### config.mk
export PLATFORM = sky130hd
export DESIGN_NAME = mag_comp_seq
export DESIGN_NICKNAME = d
export VERILOG_FILES = /design/src/rtl/mag_comp_pkg.sv /design/src/rtl/mag_chunk_cmp.sv /design/src/rtl/mag_comp_seq.sv
export SDC_FILE = /design/constraint.sdc
export NUM_CORES = 1
export LEC_CHECK = 0
export CORE_AREA = 4 4 89 91
export CTS_CLUSTER_SIZE = 16
export DETAILED_ROUTE_END_ITERATION = 10
export DIE_AREA = 0 0 93 95
export DONT_BUFFER_PORTS = 1
export GPL_TIMING_DRIVEN = 0
export PLACE_DENSITY_LB_ADDON = 0.1
export SLEW_MARGIN = 20
export SYNTH_ARGS = -nofsm -noshare
export SYNTH_HDL_FRONTEND = slang
export SYNTH_SLANG_ARGS = --single-unit
export TNS_END_PERCENT = 30
### constraint.sdc
create_clock -name clk -period 3.21 [get_ports clk]
set_input_delay 0.4815 -clock clk [delete_from_list [all_inputs] [get_ports clk]]
set_output_delay 0.4815 -clock clk [all_outputs]
set_load 0.03 [all_outputs]
### src/rtl/mag_comp_pkg.sv
// ============================================================================
// mag_comp_pkg : FSM state type and one-hot result encodings for mag_comp_seq
// Revision     : 1.0
// ============================================================================
`default_nettype none

package mag_comp_pkg;

    typedef enum logic [1:0] {
        IDLE = 2'd0,
        CMP  = 2'd1,
        DONE = 2'd2
    } state_t;

    // One-hot result flags, ordered {gt, eq, lt}
    localparam logic [2:0] RES_GT = 3'b100;
    localparam logic [2:0] RES_EQ = 3'b010;
    localparam logic [2:0] RES_LT = 3'b001;

endpackage

`default_nettype wire

### src/rtl/mag_chunk_cmp.sv
// ============================================================================
// mag_chunk_cmp : combinational W-bit unsigned compare producing gt / lt
// Revision      : 1.0
// ============================================================================
`default_nettype none

module mag_chunk_cmp #(
    parameter int W = 8
) (
    input  logic [W-1:0] a,
    input  logic [W-1:0] b,
    output logic         gt,
    output logic         lt
);

    assign gt = (a > b);
    assign lt = (a < b);

endmodule

`default_nettype wire

### src/rtl/mag_comp_seq.sv
// ============================================================================
// mag_comp_seq : sequential N-bit magnitude comparator, CHUNK bits per cycle,
//                MSB chunk first. Define MAG_COMP_EARLY_EXIT_EN to finish on
//                the first differing chunk instead of a fixed NCH cycles.
// Revision     : 1.0
// ============================================================================
`default_nettype none

module mag_comp_seq
    import mag_comp_pkg::*;
#(
    parameter int N     = 32,
    parameter int CHUNK = 8
) (
    input  logic         clk,
    input  logic         rst_n,
    input  logic         start_valid,
    output logic         start_ready,
    input  logic [N-1:0] ip1,
    input  logic [N-1:0] ip2,
    input  logic         is_signed,
    output logic         busy,
    output logic         res_valid,
    input  logic         res_ready,
    output logic         ip1_gt_ip2,
    output logic         ip1_eq_ip2,
    output logic         ip1_lt_ip2
);

    localparam int SAFE_CHUNK = (CHUNK < 1) ? 1 : CHUNK;
    localparam int NCH        = N / SAFE_CHUNK;
    localparam int CW         = $clog2(NCH + 1);
    localparam logic [N-1:0] MSB_MASK = {{(N-1){1'b0}}, 1'b1} << (N - 1);

    generate
        if ((CHUNK < 1) || ((N % SAFE_CHUNK) != 0)) begin : g_bad_param
            $error("mag_comp_seq: N must be a multiple of CHUNK and CHUNK >= 1");
        end
    endgenerate

    state_t         state;
    state_t         state_nx;
    logic [N-1:0]   op1_sr;
    logic [N-1:0]   op2_sr;
    logic [N-1:0]   op1_shift;
    logic [N-1:0]   op2_shift;
    logic [CW-1:0]  cnt;
    logic           diff_found;
    logic           diff_gt;
    logic [2:0]     res_flags;
    logic           chunk_gt;
    logic           chunk_lt;
    logic           accept;
    logic           last_step;
    logic           leave_cmp;
    logic           found_nx;
    logic           gt_nx;

    mag_chunk_cmp #(
        .W (CHUNK)
    ) u_chunk_cmp (
        .a  (op1_sr[N-1 -: CHUNK]),
        .b  (op2_sr[N-1 -: CHUNK]),
        .gt (chunk_gt),
        .lt (chunk_lt)
    );

    generate
        if (NCH > 1) begin : g_shift
            assign op1_shift = {op1_sr[N-CHUNK-1:0], {CHUNK{1'b0}}};
            assign op2_shift = {op2_sr[N-CHUNK-1:0], {CHUNK{1'b0}}};
        end else begin : g_no_shift
            assign op1_shift = '0;
            assign op2_shift = '0;
        end
    endgenerate

    assign start_ready = (state == IDLE);
    assign busy        = (state != IDLE);
    assign res_valid   = (state == DONE);
    assign accept      = start_valid && (state == IDLE);
    assign last_step   = (cnt == CW'(1));

    // The first differing chunk decides the result; later chunks cannot override it
    assign found_nx    = diff_found | chunk_gt | chunk_lt;
    assign gt_nx       = diff_found ? diff_gt : chunk_gt;

`ifdef MAG_COMP_EARLY_EXIT_EN
    assign leave_cmp   = last_step | chunk_gt | chunk_lt;
`else
    assign leave_cmp   = last_step;
`endif

    assign ip1_gt_ip2  = res_flags[2];
    assign ip1_eq_ip2  = res_flags[1];
    assign ip1_lt_ip2  = res_flags[0];

    always_ff @(posedge clk or negedge rst_n) begin
        if (!rst_n) begin
            state <= IDLE;
        end else begin
            state <= state_nx;
        end
    end

    always_comb begin
        state_nx = state;
        case (state)
            IDLE:    if (accept)    state_nx = CMP;
            CMP:     if (leave_cmp) state_nx = DONE;
            DONE:    if (res_ready) state_nx = IDLE;
            default:                state_nx = IDLE;
        endcase
    end

    // Signed mode flips both MSBs (offset binary) so the unsigned chunk compare covers it
    always_ff @(posedge clk or negedge rst_n) begin
        if (!rst_n) begin
            op1_sr     <= '0;
            op2_sr     <= '0;
            cnt        <= '0;
            diff_found <= 1'b0;
            diff_gt    <= 1'b0;
            res_flags  <= '0;
        end else if (accept) begin
            op1_sr     <= ip1 ^ (is_signed ? MSB_MASK : '0);
            op2_sr     <= ip2 ^ (is_signed ? MSB_MASK : '0);
            cnt        <= CW'(NCH);
            diff_found <= 1'b0;
            diff_gt    <= 1'b0;
            res_flags  <= '0;
        end else if (state == CMP) begin
            op1_sr     <= op1_shift;
            op2_sr     <= op2_shift;
            cnt        <= cnt - CW'(1);
            diff_found <= found_nx;
            diff_gt    <= gt_nx;
            if (leave_cmp) begin
                res_flags <= found_nx ? (gt_nx ? RES_GT : RES_LT) : RES_EQ;
            end
        end
    end

endmodule

`default_nettype wire
# Word-level counts from Yosys, hierarchy flattened
# Index checks and enable logic that the tools add are counted.
# classes
add_sub_neg,1
n_mul,0
div_mod_pow,0
order_cmp,2
eq_ne,6
n_shift,0
n_mux,21
bitwise,4
n_reduce_logical,7
# op_table
cell,n
$mux 32,5
$xor 32x32->32,2
$mux 3,7
$gt 8x8->1,1
$lt 8x8->1,1
$mux 2,3
$pmux 2 s3,1
$reduce_bool 2->1,3
$mux 1,5
$ne 2x1->1 const B,2
$eq 3x1->1 const B,1
$reduce_and 3->1,1
$sub 3x1->3 const B,1
$eq 2x1->1 const B,1
$eq 2x2->1 const B,1
$logic_not 2->1,1
$ne 2x2->1 const B,1
$or 1x1->1,2
$reduce_and 2->1,1
$logic_and 1x1->1,1
# totals
ff_bits,74
latch_bits,0
ram_bits,0
rom_bits,0
inputBits,69
out_inout_bits,6
elab_cells,48
mem_count,0

# Logic depth before layout (Yosys ltp)
# logic_depth
ltp_word,7
ltp_mapped,7
ltp_nobuf,7

# Hierarchy
# From an unflattened synthesis, not the netlist that was laid out.
# hier_totals
cells_unflattened,356
area_unflattened_um2,3357.0
# modules_own_cells
module,n_inst,cells_each,area_per_inst_um2,seq_area_each_um2
mag_comp_seq,1,327,3145.5,1851.8
mag_chunk_cmp,1,29,211.5,0.0

# Worst setup path after synthesis
# No wires, ideal clock.
# synth_timing
path_type,reg2reg
startpoint,reg op1_sr[25]
endpoint,reg res_flags[1]
setup_ps,133
arrival_ps,1415
required_ps,3077
setup_slack_ps,1662
stages_incl_launch_ff,7
n_path_buf,0
period_less_slack_ps,1548
path_cell_list,dfrtp_1 -> ha_1 -> nor2b_4 -> o21ai_4 -> a21oi_4 -> a2111oi_4 -> o21ai_1
# synth_via
elab_chain_cells,7
elab_cells_between_ends,8
classes_between,order compare: 2; mux: 4; bitwise: 2
# synth_lines
item,line,source
"start, declared",mag_comp_seq.sv:43,logic [N-1:0] op1_sr;
"start signal, assigned",mag_comp_seq.sv:126,op1_sr <= ip1 ^ (is_signed ? MSB_MASK : '0);
"start signal, assigned",mag_comp_seq.sv:133,op1_sr <= op1_shift;
$gt 8x8->1,mag_chunk_cmp.sv:16,assign gt = (a > b);
$or 1x1->1,mag_comp_seq.sv:85,assign found_nx = diff_found | chunk_gt | chunk_lt;
$or 1x1->1 (*),mag_comp_seq.sv:85,
$mux 3 (*),mag_comp_seq.sv:139,res_flags <= found_nx ? (gt_nx ? RES_GT : RES_LT) : RES_EQ;
$mux 3 (*),mag_comp_seq.sv:138,if (leave_cmp) begin
$mux 3 (*),mag_comp_seq.sv:132,end else if (state == CMP) begin
$mux 3 (*),mag_comp_seq.sv:125,end else if (accept) begin
"end signal, assigned",mag_comp_seq.sv:139,
"end, declared",mag_comp_seq.sv:50,logic [2:0] res_flags;
# Mark *: on every way between the ends. The rest lies on a longest branch, timed or not. The select of a mux whose other input is x is not followed.
# A chain may end at the register's enable or synchronous reset.

# Worst setup path in the final report
# layout_timing
startpoint,reg state[0]
endpoint,out busy
# layout_via
elab_chain_cells,1
# layout_lines
item,line,source
"start, declared",mag_comp_seq.sv:41,state_t state;
"start signal, assigned",mag_comp_seq.sv:102,state <= state_nx;
$reduce_bool 2->1,mag_comp_seq.sv:79,assign busy = (state != IDLE);
"end, declared",mag_comp_seq.sv:22,"output logic busy,"
# Every way passes these cells.

==> summary.md <==
| Metric | Value |
|---|---|
| Result of the run | `finished, final reports clean` |
| Number of endpoints with negative hold slack in the final report | `0` |
| Initial antenna violation count | `0` |
| Remaining design rule violation count | `0` |
| Peak VDD IR | `between 0.0004 and 0.0005 V` |
| Source-to-sink clock delay at the later pin of the worst-skew pair | `~0.34 ns` |
| H-tree lvl count | `3` |
| Cell area after synthesis | `between 3000 and 4000 µm²` |
| Post-layout net count | `453` |
| Setup repair after global routing missed its margin | `false` |
| Avg WL per Cell | `16.34 µm` |
| Routed vias | `2506` |
| Synthesized netlist cell count | `362` |
| GR Util All Layers | `0.1932` |
| Hold_ws | `0.03026 ns` |
| Post-CTS Repair Setup Buffers | `0` |
| Period Utilization, post-route | `0.5833` |
| Most common cell after layout, fill and taps aside | `nand2_1` |
| Post-DP HPWL | `5714 µm` |
| Biggest cell delay along the critical path | `0.42 ns` |
| Standard-cell rows | `31` |
| Antenna viol nets, final | `0` |
| Max Clk Rate | `approximately 0.53 GHz` |
| Area taken by multi-input logic gates | `1408 µm²` |
| Required time reported for the critical path endpoint | `roughly 2.7 ns` |
| Die extent in x | `between 90 and 100 µm` |
| Filler Cells Inserted | `between 700 and 800` |
| Quantity of I/O buffers inserted on ports | `0` |
| Via count of the first global-routing pass | `between 2000 and 3000` |
| Vertical extent of the die | `95 µm` |
| Sum of negative setup slack | `0 ns` |
| Seq/Total Area, Yosys | `0.5345` |
| ANT cells | `0` |
| Clock-pin transition on the worst setup and hold timing paths | `around 0.080 ns` |
| Net switching power | `0.001570 W` |
| Sequential cell fraction of total power | `0.383` |
| Layout cells sized above 1 | `0.1240` |
| Largest net degree at the start of global routing | `between 70 and 80` |
| Pins Over Slew Limit | `0` |
| Worst setup EP type | `output pin` |
| Buffers & Inverters on Critical Path | `1` |
| Kind of critical path | `flip-flop to output pin` |
| Post-Syn Area per Cell | `between 9 and 10 µm²` |
| Placer congestion estimate | `between 0.7 and 0.8` |
| Number of setup violations in the final report | `0` |
| Yosys cell types | `36` |
| Power share of the clock group | `0.203` |
| Final wirelength | `7810 µm` |
| Worst rel slew slack | `0.5703` |
| Total power draw | `around 0.004 W` |
| Fin area | `approximately 3800 µm²` |
| Avg Vias per Cell | `roughly 5.2` |
| Total number of clock tree sinks | `between 70 and 80` |
| Final Skew | `between 0.01 and 0.015 ns` |
| Combinational cell fraction of total power | `0.414` |
| Hold Path Class | `input port to asynchronous set/reset pin` |
| Count of synthesis-stage warnings from yosys | `0` |
| Aggregate global routing overflow | `0` |
| Startpoint type of the worst setup path | `flip-flop` |
| Area of the core | `about 7100 µm²` |
| Reg area | `~1900 µm²` |
| Max-capacitance violation count | `0` |
| Worst-case setup slack after placement | `approximately 1.4 ns` |
| Static Leakage | `~1.9 nW` |
| Initial detailed-routing violation count | `125` |
| Layout area overhead | `10.98%` |
| Clock tree from TritonCTS | `done` |
| Internal Pwr Total | `0.002446 W` |
| Effective utilization at floorplan | `0.4854` |
| Inserted Clock Buffers | `9` |
| Power per Cell Area | `approximately 1000 nW/µm²` |
| Commonest cells after routing, fill and taps aside | `nand2_1, dfrtp_1, a22oi_1` |
| Slowest stage cell, crit path | `dfrtp_1` |
| Crit path max-delay family | `flip-flops` |
| Number of nets in the synthesized netlist | `441` |
| Total iterations of the first detailed-routing run | `5` |
| Root buffer cell | `clkbuf_8` |
| First-pass GRT wire length | `12950 µm` |
| Count of boundary I/O pins | `between 70 and 80` |
| Slew at the pin closest to its max-slew limit | `0.6432 ns` |
| Worst setup margin | `1.338 ns` |
| Number of gates given a new drive strength after cts | `0` |
| Area after DPL | `approximately 3600 µm²` |
| Number of register bits inferred by synthesis | `74` |
| Total die area | `just under 9000 µm²` |
| Chain of cells forming the critical path | `nor2_2 > inv_1` |
| Worst Path Arrival | `approximately 1.4 ns` |
| Post-layout min period | `about 1.9 ns` |
| Maximum number of buffers from clock root to sink | `2` |
| Share of total power consumed by net switching | `0.3911` |
| Crit Path Max Fanout | `4` |
[path summary, 6_finish.rpt]
kind | startpoint | to | slack, ns | cells past startpoint
max in group asynchronous | rst_n | op1_sr[29] | 2.88 | 1
worst max register to register | state[0] | op2_sr[4] | 1.46 | 5
worst min register to register | op2_sr[13] | op2_sr[13] | 0.48 | 2
worst max-delay path | state[0] | busy | 1.34 | 2
worst min-delay path | rst_n | op1_sr[20] | 0.03 | 1
min in group clk | ip2[0] | op2_sr[0] | 0.24 | 2
[sequential cells by signal, indices dropped and copies added, names as in the netlist]
register,flops
op2_sr,32
op1_sr,32
diff_gt,1
cnt,3
state,2
diff_found,1
res_flags,3
[kinds of logic after synthesis]
family,share of synthesized area
and+or+nand+nor,0.2106
adders and majority gates,0.03611
xor gates and xnor gates,0.005057
AOI/OAI and AO/OA,0.1546
DFF,0.5345
buffers and inverters,0.05923
[synthesized netlist by cell type (all sizes together)]
cell,instances,share of area
nand4,2,0.0079
o41ai,1,0.0047
clkbuf,3,0.0033
a31oi,2,0.0036
and3,1,0.0018
o21a,1,0.0022
a21o,1,0.0022
nor2b,4,0.0094
nand2,135,0.15
ha,10,0.036
a2111o,1,0.0033
nand3,17,0.025
a22o,1,0.0025
and2,3,0.0065
a22oi,46,0.10
buf,20,0.042
nand2b,1,0.0018
a21oi,4,0.0090
o21ai,10,0.018
nor2,8,0.012
a2111oi,1,0.0079
inv,13,0.014
xor2,2,0.0051
dfrtp,74,0.53
o22ai,1,0.0018
[timing repair]
| action | in CTS | in global routing |
|---|---|---|
| endpoints found under the setup margin | 0 | 0 |
| endpoints found under the hold margin | 74 | 0 |
| hold buffers | 1 | 0 |
[power groups by stage]
stage | Clock, W | Sequential, W | Combinational, W
6_report | 0.000814 | 0.00154 | 0.00166
5_1_grt | 0.000892 | 0.00158 | 0.00190
4_1_cts | 0.000836 | 0.00154 | 0.00169
3_5_place_dp | 0 | 0.00156 | 0.00166
2_1_floorplan | 0 | 0.00149 | 0.00135
3_3_place_gp | 0 | 0.00155 | 0.00164
[layer usage]
layer | track usage | vias to the layer above | share of wire
met4 | 0.07814 | 0 | 0.013
met5 | 0 | - | 0
li1 | - | 1244 | -
met2 | 0.3041 | 70 | 0.46
met3 | 0.05896 | 9 | 0.074
met1 | 0.2497 | 1183 | 0.45
[cell type report]
cell class	count	share of cell area
clock inverter	4	0.01920
sequential	74	0.4816
inverter	13	0.01269
timing repair buffer	1	0.007159
multi-input combinational	252	0.3661
clock buffer	12	0.04035
buffer	23	0.04068
tap	99	0.03222
[through the flow]
stage                     utilization  instances
final                          0.5387        478
after global routing           0.5387        478
after CTS                      0.5387        478
after detailed placement       0.5028        461
after global placement         0.5028        461
after floorplan                     -        362
(Power assumes the default switching activity.)
